[config.mk]
export PLATFORM = sky130hd
export DESIGN_NAME = axi_id_remap_alloc
export DESIGN_NICKNAME = d
export VERILOG_FILES = /design/src/rtl/axi_id_remap_alloc.sv
export SDC_FILE = /design/constraint.sdc
export NUM_CORES = 1
export LEC_CHECK = 0
export BUFFER_PORTS_ARGS = -buffer_cell sky130_fd_sc_hd__buf_2
export CORE_MARGIN = 3
export CORE_UTILIZATION = 60
export CTS_CLUSTER_SIZE = 40
export DETAILED_ROUTE_END_ITERATION = 16
export PLACE_DENSITY = 0.8
export REMOVE_ABC_BUFFERS = 1
export SYNTH_ARGS = -nofsm -noshare
export SYNTH_HDL_FRONTEND = slang
export SYNTH_SLANG_ARGS = --single-unit
[constraint.sdc]
create_clock -name clk_i -period 3.02 [get_ports clk_i]
set_input_delay 0.453 -clock clk_i [delete_from_list [all_inputs] [get_ports clk_i]]
set_output_delay 0.453 -clock clk_i [all_outputs]
set_load 0.01 [all_outputs]
[src/rtl/axi_id_remap_alloc.sv]
// AXI ID remap allocator: maps wide input IDs onto a small pool of output IDs with per-entry outstanding counts.
// Optional occupancy/high-water statistics ports are enabled by defining AXI_ID_REMAP_ALLOC_STATS_EN.
module axi_id_remap_alloc #(
  parameter int InIdWidth = 8,
  parameter int TableSize = 4,
  parameter int MaxTxns = 4,
  localparam int OutIdWidth = $clog2(TableSize),
  localparam int CntW = $clog2(MaxTxns + 1)
`ifdef AXI_ID_REMAP_ALLOC_STATS_EN
  , localparam int OccW = $clog2(TableSize + 1)
`endif
) (
  input  logic                  clk_i,
  input  logic                  rst_ni,
  input  logic                  push_valid_i,
  input  logic [InIdWidth-1:0]  push_in_id_i,
  output logic                  push_ready_o,
  output logic [OutIdWidth-1:0] push_out_id_o,
  input  logic                  pop_valid_i,
  input  logic [OutIdWidth-1:0] pop_out_id_i,
  output logic [InIdWidth-1:0]  pop_in_id_o,
  output logic                  full_o,
  output logic                  empty_o,
  output logic                  err_o
`ifdef AXI_ID_REMAP_ALLOC_STATS_EN
  , output logic [OccW-1:0]     occupancy_o,
  output logic [OccW-1:0]       high_water_o
`endif
);

  localparam logic [CntW-1:0] MaxCnt = CntW'(MaxTxns);

  logic [TableSize-1:0] valid_r;
  logic [InIdWidth-1:0] in_id_r [TableSize];
  logic [CntW-1:0]      cnt_r   [TableSize];
  logic                 full_r;
  logic                 empty_r;
  logic                 err_r;

  logic [TableSize-1:0]  valid_nxt_s;
  logic [InIdWidth-1:0]  in_id_nxt_s [TableSize];
  logic [CntW-1:0]       cnt_nxt_s   [TableSize];
  logic                  match_s;
  logic [OutIdWidth-1:0] match_idx_s;
  logic                  free_s;
  logic [OutIdWidth-1:0] free_idx_s;
  logic                  push_ready_s;
  logic [OutIdWidth-1:0] push_out_id_s;
  logic                  push_fire_s;
  logic                  pop_hit_s;

  // Look up a live entry holding the incoming ID, and the lowest free entry.
  always_comb begin
    match_s     = 1'b0;
    match_idx_s = '0;
    free_s      = 1'b0;
    free_idx_s  = '0;
    for (int i = 0; i < TableSize; i++) begin
      if (valid_r[i] && (in_id_r[i] == push_in_id_i)) begin
        match_s     = 1'b1;
        match_idx_s = OutIdWidth'(i);
      end else begin
        match_s     = match_s;
      end
    end
    // Descending scan so the lowest free index wins.
    for (int i = TableSize - 1; i >= 0; i--) begin
      if (!valid_r[i]) begin
        free_s     = 1'b1;
        free_idx_s = OutIdWidth'(i);
      end else begin
        free_s     = free_s;
      end
    end
  end

  // Push decision: a matching entry is reused (or stalls when saturated), never duplicated.
  always_comb begin
    push_ready_s  = 1'b0;
    push_out_id_s = '0;
    if (match_s) begin
      push_ready_s  = (cnt_r[match_idx_s] < MaxCnt);
      push_out_id_s = match_idx_s;
    end else begin
      push_ready_s  = free_s;
      push_out_id_s = free_idx_s;
    end
  end

  assign push_fire_s = push_valid_i && push_ready_s;
  assign pop_hit_s   = pop_valid_i && valid_r[pop_out_id_i];

  // Per-entry next state; a push and a pop to the same entry cancel out.
  always_comb begin
    valid_nxt_s = valid_r;
    in_id_nxt_s = in_id_r;
    cnt_nxt_s   = cnt_r;
    for (int i = 0; i < TableSize; i++) begin
      if (push_fire_s && (push_out_id_s == OutIdWidth'(i)) &&
          !(pop_hit_s && (pop_out_id_i == OutIdWidth'(i)))) begin
        valid_nxt_s[i] = 1'b1;
        in_id_nxt_s[i] = push_in_id_i;
        cnt_nxt_s[i]   = cnt_r[i] + CntW'(1);
      end else if (pop_hit_s && (pop_out_id_i == OutIdWidth'(i)) &&
                   !(push_fire_s && (push_out_id_s == OutIdWidth'(i)))) begin
        valid_nxt_s[i] = (cnt_r[i] != CntW'(1));
        cnt_nxt_s[i]   = cnt_r[i] - CntW'(1);
      end else begin
        cnt_nxt_s[i]   = cnt_r[i];
      end
    end
  end

  // Table state and registered status flags.
  always_ff @(posedge clk_i or negedge rst_ni) begin
    if (!rst_ni) begin
      valid_r <= '0;
      for (int i = 0; i < TableSize; i++) begin
        in_id_r[i] <= '0;
        cnt_r[i]   <= '0;
      end
      full_r  <= 1'b0;
      empty_r <= 1'b1;
      err_r   <= 1'b0;
    end else begin
      valid_r <= valid_nxt_s;
      in_id_r <= in_id_nxt_s;
      cnt_r   <= cnt_nxt_s;
      full_r  <= &valid_nxt_s;
      empty_r <= ~|valid_nxt_s;
      err_r   <= pop_valid_i && !valid_r[pop_out_id_i];
    end
  end

  assign push_ready_o  = push_ready_s;
  assign push_out_id_o = push_out_id_s;
  assign pop_in_id_o   = in_id_r[pop_out_id_i];
  assign full_o        = full_r;
  assign empty_o       = empty_r;
  assign err_o         = err_r;

`ifdef AXI_ID_REMAP_ALLOC_STATS_EN
  logic [OccW-1:0] occupancy_r;
  logic [OccW-1:0] high_water_r;
  logic [OccW-1:0] occ_nxt_s;

  function automatic logic [OccW-1:0] popcount(input logic [TableSize-1:0] v);
    logic [OccW-1:0] n;
    n = '0;
    for (int i = 0; i < TableSize; i++) begin
      if (v[i]) begin
        n = n + OccW'(1);
      end else begin
        n = n;
      end
    end
    return n;
  endfunction

  assign occ_nxt_s = popcount(valid_nxt_s);

  // Live-entry count and its running maximum.
  always_ff @(posedge clk_i or negedge rst_ni) begin
    if (!rst_ni) begin
      occupancy_r  <= '0;
      high_water_r <= '0;
    end else begin
      occupancy_r <= occ_nxt_s;
      if (occ_nxt_s > high_water_r) begin
        high_water_r <= occ_nxt_s;
      end else begin
        high_water_r <= high_water_r;
      end
    end
  end

  assign occupancy_o  = occupancy_r;
  assign high_water_o = high_water_r;
`endif

endmodule
==> reports/results.tsv <==
stage	metric	value	unit
status	status	complete, no violations	
cts	clock buffer count from CTS	5	
floorplan	Top Ports	28	
synth	ys async rst share	1.00	
sta	slew at the pin closest to its max-slew limit	884	ps
synth	synth unique cells	39	
final_layout	share of cells above drive strength 1	0.396	
critical_path	Reg-to-Reg End	empty_o	
critical_path	crit path DAT	3130	ps
sta	Final Cycle Share	0.966	
cts	# clock sinks	51	
final_layout	ant diodes	0	
global_routing	GRT overflow	0	
cts	Clock Latency Late Sink	310	ps
placement	IO buf count	27	
sta	RSZ-0062 raised after global routing	true	
cts	Max clock buf depth	2	
sta	fin. max-slew vios	0	
floorplan	core area	0.00491	mm²
synth	Synth Flop Type	dfrtp_1	
final_layout	Finished Cell Area	0.00373	mm²
sta	Slew headroom	0.411	
floorplan	initial cell density of the core	0.642	
routing	TritonRoute pass-1 iters	4	
synth	Synth area leaders	dfrtp_1, mux2_2, xor2_1	
routing	drt total wl	6.75	mm
power_and_ir_drop	Leak	1.73	nW
synth	commonest cells in the netlist	dfrtp_1, mux2_2, xor2_1, inv_1, ha_1	
cts	clock root cell	clkbuf_8	
min_path	min-delay worst type	primary input to async pin	
routing	DR vias/cell	5.59	
final_layout	fin util	0.761	
sta	WHS	260	ps
synth	Yosys top cell area share	0.397	
sta	Final Hold Violating Endpoints	0	
routing	DRC viols	0	
floorplan	DIE AREA	0.00616	mm²
sta	Min Clock Period, post-route	2920	ps
sta	Clock Skews	10.2	ps
floorplan	Site Rows	25	
cts	H-tree levels	2	
global_routing	gr usage total	0.234	
sta	Final setup viols	0	
floorplan	Die Width	78.5	µm
global_routing	pin count of the biggest net entering global routing	40	
run	maxcap violations	0	
synth	most frequent cell after synthesis	dfrtp_1	
critical_path	flop-to-flop setup slack	100	ps
global_routing	initial antenna violation count	0	
global_routing	first-pass GRT wire length	11.1	mm
synth	register area share after synthesis	0.405	
sta	setup TNS	0	ps
synth	dominant cell type by area after synthesis	dfrtp_1	
global_routing	vias in the first global route	2267	
critical_path	kind of critical path	flip-flop to flip-flop	
cts	CTS tree	done	
routing	DR iter-0 viols	164	
routing	wire per inst	17.1	µm
synth	Synth Area per Inst	11.4	µm²
power_and_ir_drop	Cell Pwr Density	990	mW/mm²
routing	routed via count	2207	
critical_path	Critical Path Source Type	flip-flop	
placement	global placement routability congestion	0.894	
placement	DP HPWL	4.79	mm
final_layout	storage element area	0.00128	mm²
critical_path	Worst R2R Start	in_id_r[17]	
final_layout	fillers	320	
critical_path	reg2reg path depth	13	
cts	hold buffers post-CTS	0	
synth	Mapped Area	0.00315	mm²
synth	Yosys reg bits	51	
power_and_ir_drop	VDD IR max	0.580	mV
placement	DP Area	0.00346	mm²
synth	EDFF count, synth	0	
final_layout	Multi-input gate area	0.00181	mm²
final_layout	P&R area growth vs syn	18.5	%
critical_path	Req. time, crit path	3230	ps
sta	Max Fclk	343	MHz
final_layout	nets	361	
synth	cells after synthesis	276	
critical_path	CP Capture Type	flip-flop	
critical_path	CP Max Fanout	3	
routing	post-route ant nets	0	
cts	Clk pin slew, worst setup/hold paths	100	ps
power_and_ir_drop	overall power	3.70	mW
floorplan	DIE HEIGHT	78.5	µm
synth	Synth Warn #	0	
placed cells by master, fill, tap and decap left out, drive strengths merged:
| cell | synthesis | routed |
|---|---|---|
| mux2 | 32 | 32 |
| o211ai | 1 | 1 |
| a21oi | 4 | 4 |
| clkinv | 0 | 1 |
| a21boi | 1 | 1 |
| mux4 | 9 | 9 |
| nand4 | 5 | 5 |
| or2 | 2 | 2 |
| and3b | 1 | 1 |
| inv | 21 | 22 |
| mux2i | 5 | 5 |
| dfrtp | 50 | 50 |
| dfstp | 1 | 1 |
| a31oi | 4 | 4 |
| xor2 | 29 | 29 |
| and2 | 1 | 1 |
| o21ai | 6 | 6 |
| nor2 | 15 | 15 |
| o2111a | 1 | 1 |
| nor2b | 3 | 3 |
| clkbuf | 5 | 5 |
| buf | 9 | 58 |
| clkinvlp | 0 | 1 |
| nand2 | 14 | 14 |
| or3 | 2 | 2 |
| nand3 | 4 | 4 |
| o2111ai | 1 | 1 |
| xnor2 | 15 | 15 |
| a211oi | 1 | 1 |
| ha | 20 | 20 |
| and3 | 3 | 3 |
| nor4 | 7 | 7 |
| nor3 | 4 | 4 |
cells by family after synthesis:
kind of cell / synth area share
buf+inv: 0.0548
compound gates: 0.0373
simple gates: 0.106
fa+ha+maj: 0.0794
xor+xnor: 0.122
flops: 0.405
mux: 0.195
area by class of cell:
class,count,area share
clock inverter,3,0.00637
timing repair buffer,58,0.106
sequential,51,0.342
tap,67,0.0224
multi-input combinational,190,0.483
clock buffer,5,0.0184
inverter,21,0.0211
power by group:
part	leakage, nW	switching (mW)	total, mW	internal [mW]
combinational	1.08	0.887	1.95	1.06
sequential	0.604	0.327	1.34	1.02
clock	0.0461	0.236	0.404	0.168
flip-flops by register name, summed over array words and instances (netlist names):
signal and count:
err_o 1, in_id_r 32, cnt_r 12, valid_r 4
empty_o 1, full_o 1
metal layers:
layer / vias to the layer above / GRT usage / share of wire / wire [µm]
met3: 11 / 0.0493 / 0.036 / 242
met1: 1094 / 0.328 / 0.47 / 3150
met4: 0 / 0.0612 / 0.020 / 135
met2: 54 / 0.373 / 0.48 / 3220
li1: 1048 / - / - / -
met5: - / 0 / 0 / 0
worst max-delay path by stage:
stage | slack (ps) | startpoint | depth (start not counted) | endpoint
floorplan | 340 | push_in_id_i[5] | 13 | empty_o
global placement | -190 | push_in_id_i[5] | 13 | full_o
detailed placement | -250 | push_in_id_i[3] | 14 | empty_o
CTS | 40 | in_id_r[27] | 13 | empty_o
global route | -110 | in_id_r[7] | 15 | empty_o
finish | 100 | in_id_r[17] | 13 | empty_o
metrics by stage:
stage | std cells | setup slack, ps
floorplan | 262 | 340
global placement | 377 | -194
detailed placement | 377 | -248
CTS | 387 | 42.7
global route | 395 | -114
finish | 395 | 104
critical path, cell delays in order, from the launching register on:
cell      delay (ps)
dfrtp_1          410
xor2_1           160
nor4_2           390
nand4_2          180
buf_4            190
nor2_4           110
a21oi_4           50
buf_4            140
o2111a_1         260
and2_1           150
ha_1             230
nor2_2           170
inv_1             80
nor4_2           280
repair_timing:
action,4_1_cts,5_1_grt
endpoints found under the setup margin,1,18
pin swaps,1,12
resized for setup,1,20
setup buffers,2,8
(Power assumes the default switching activity.)
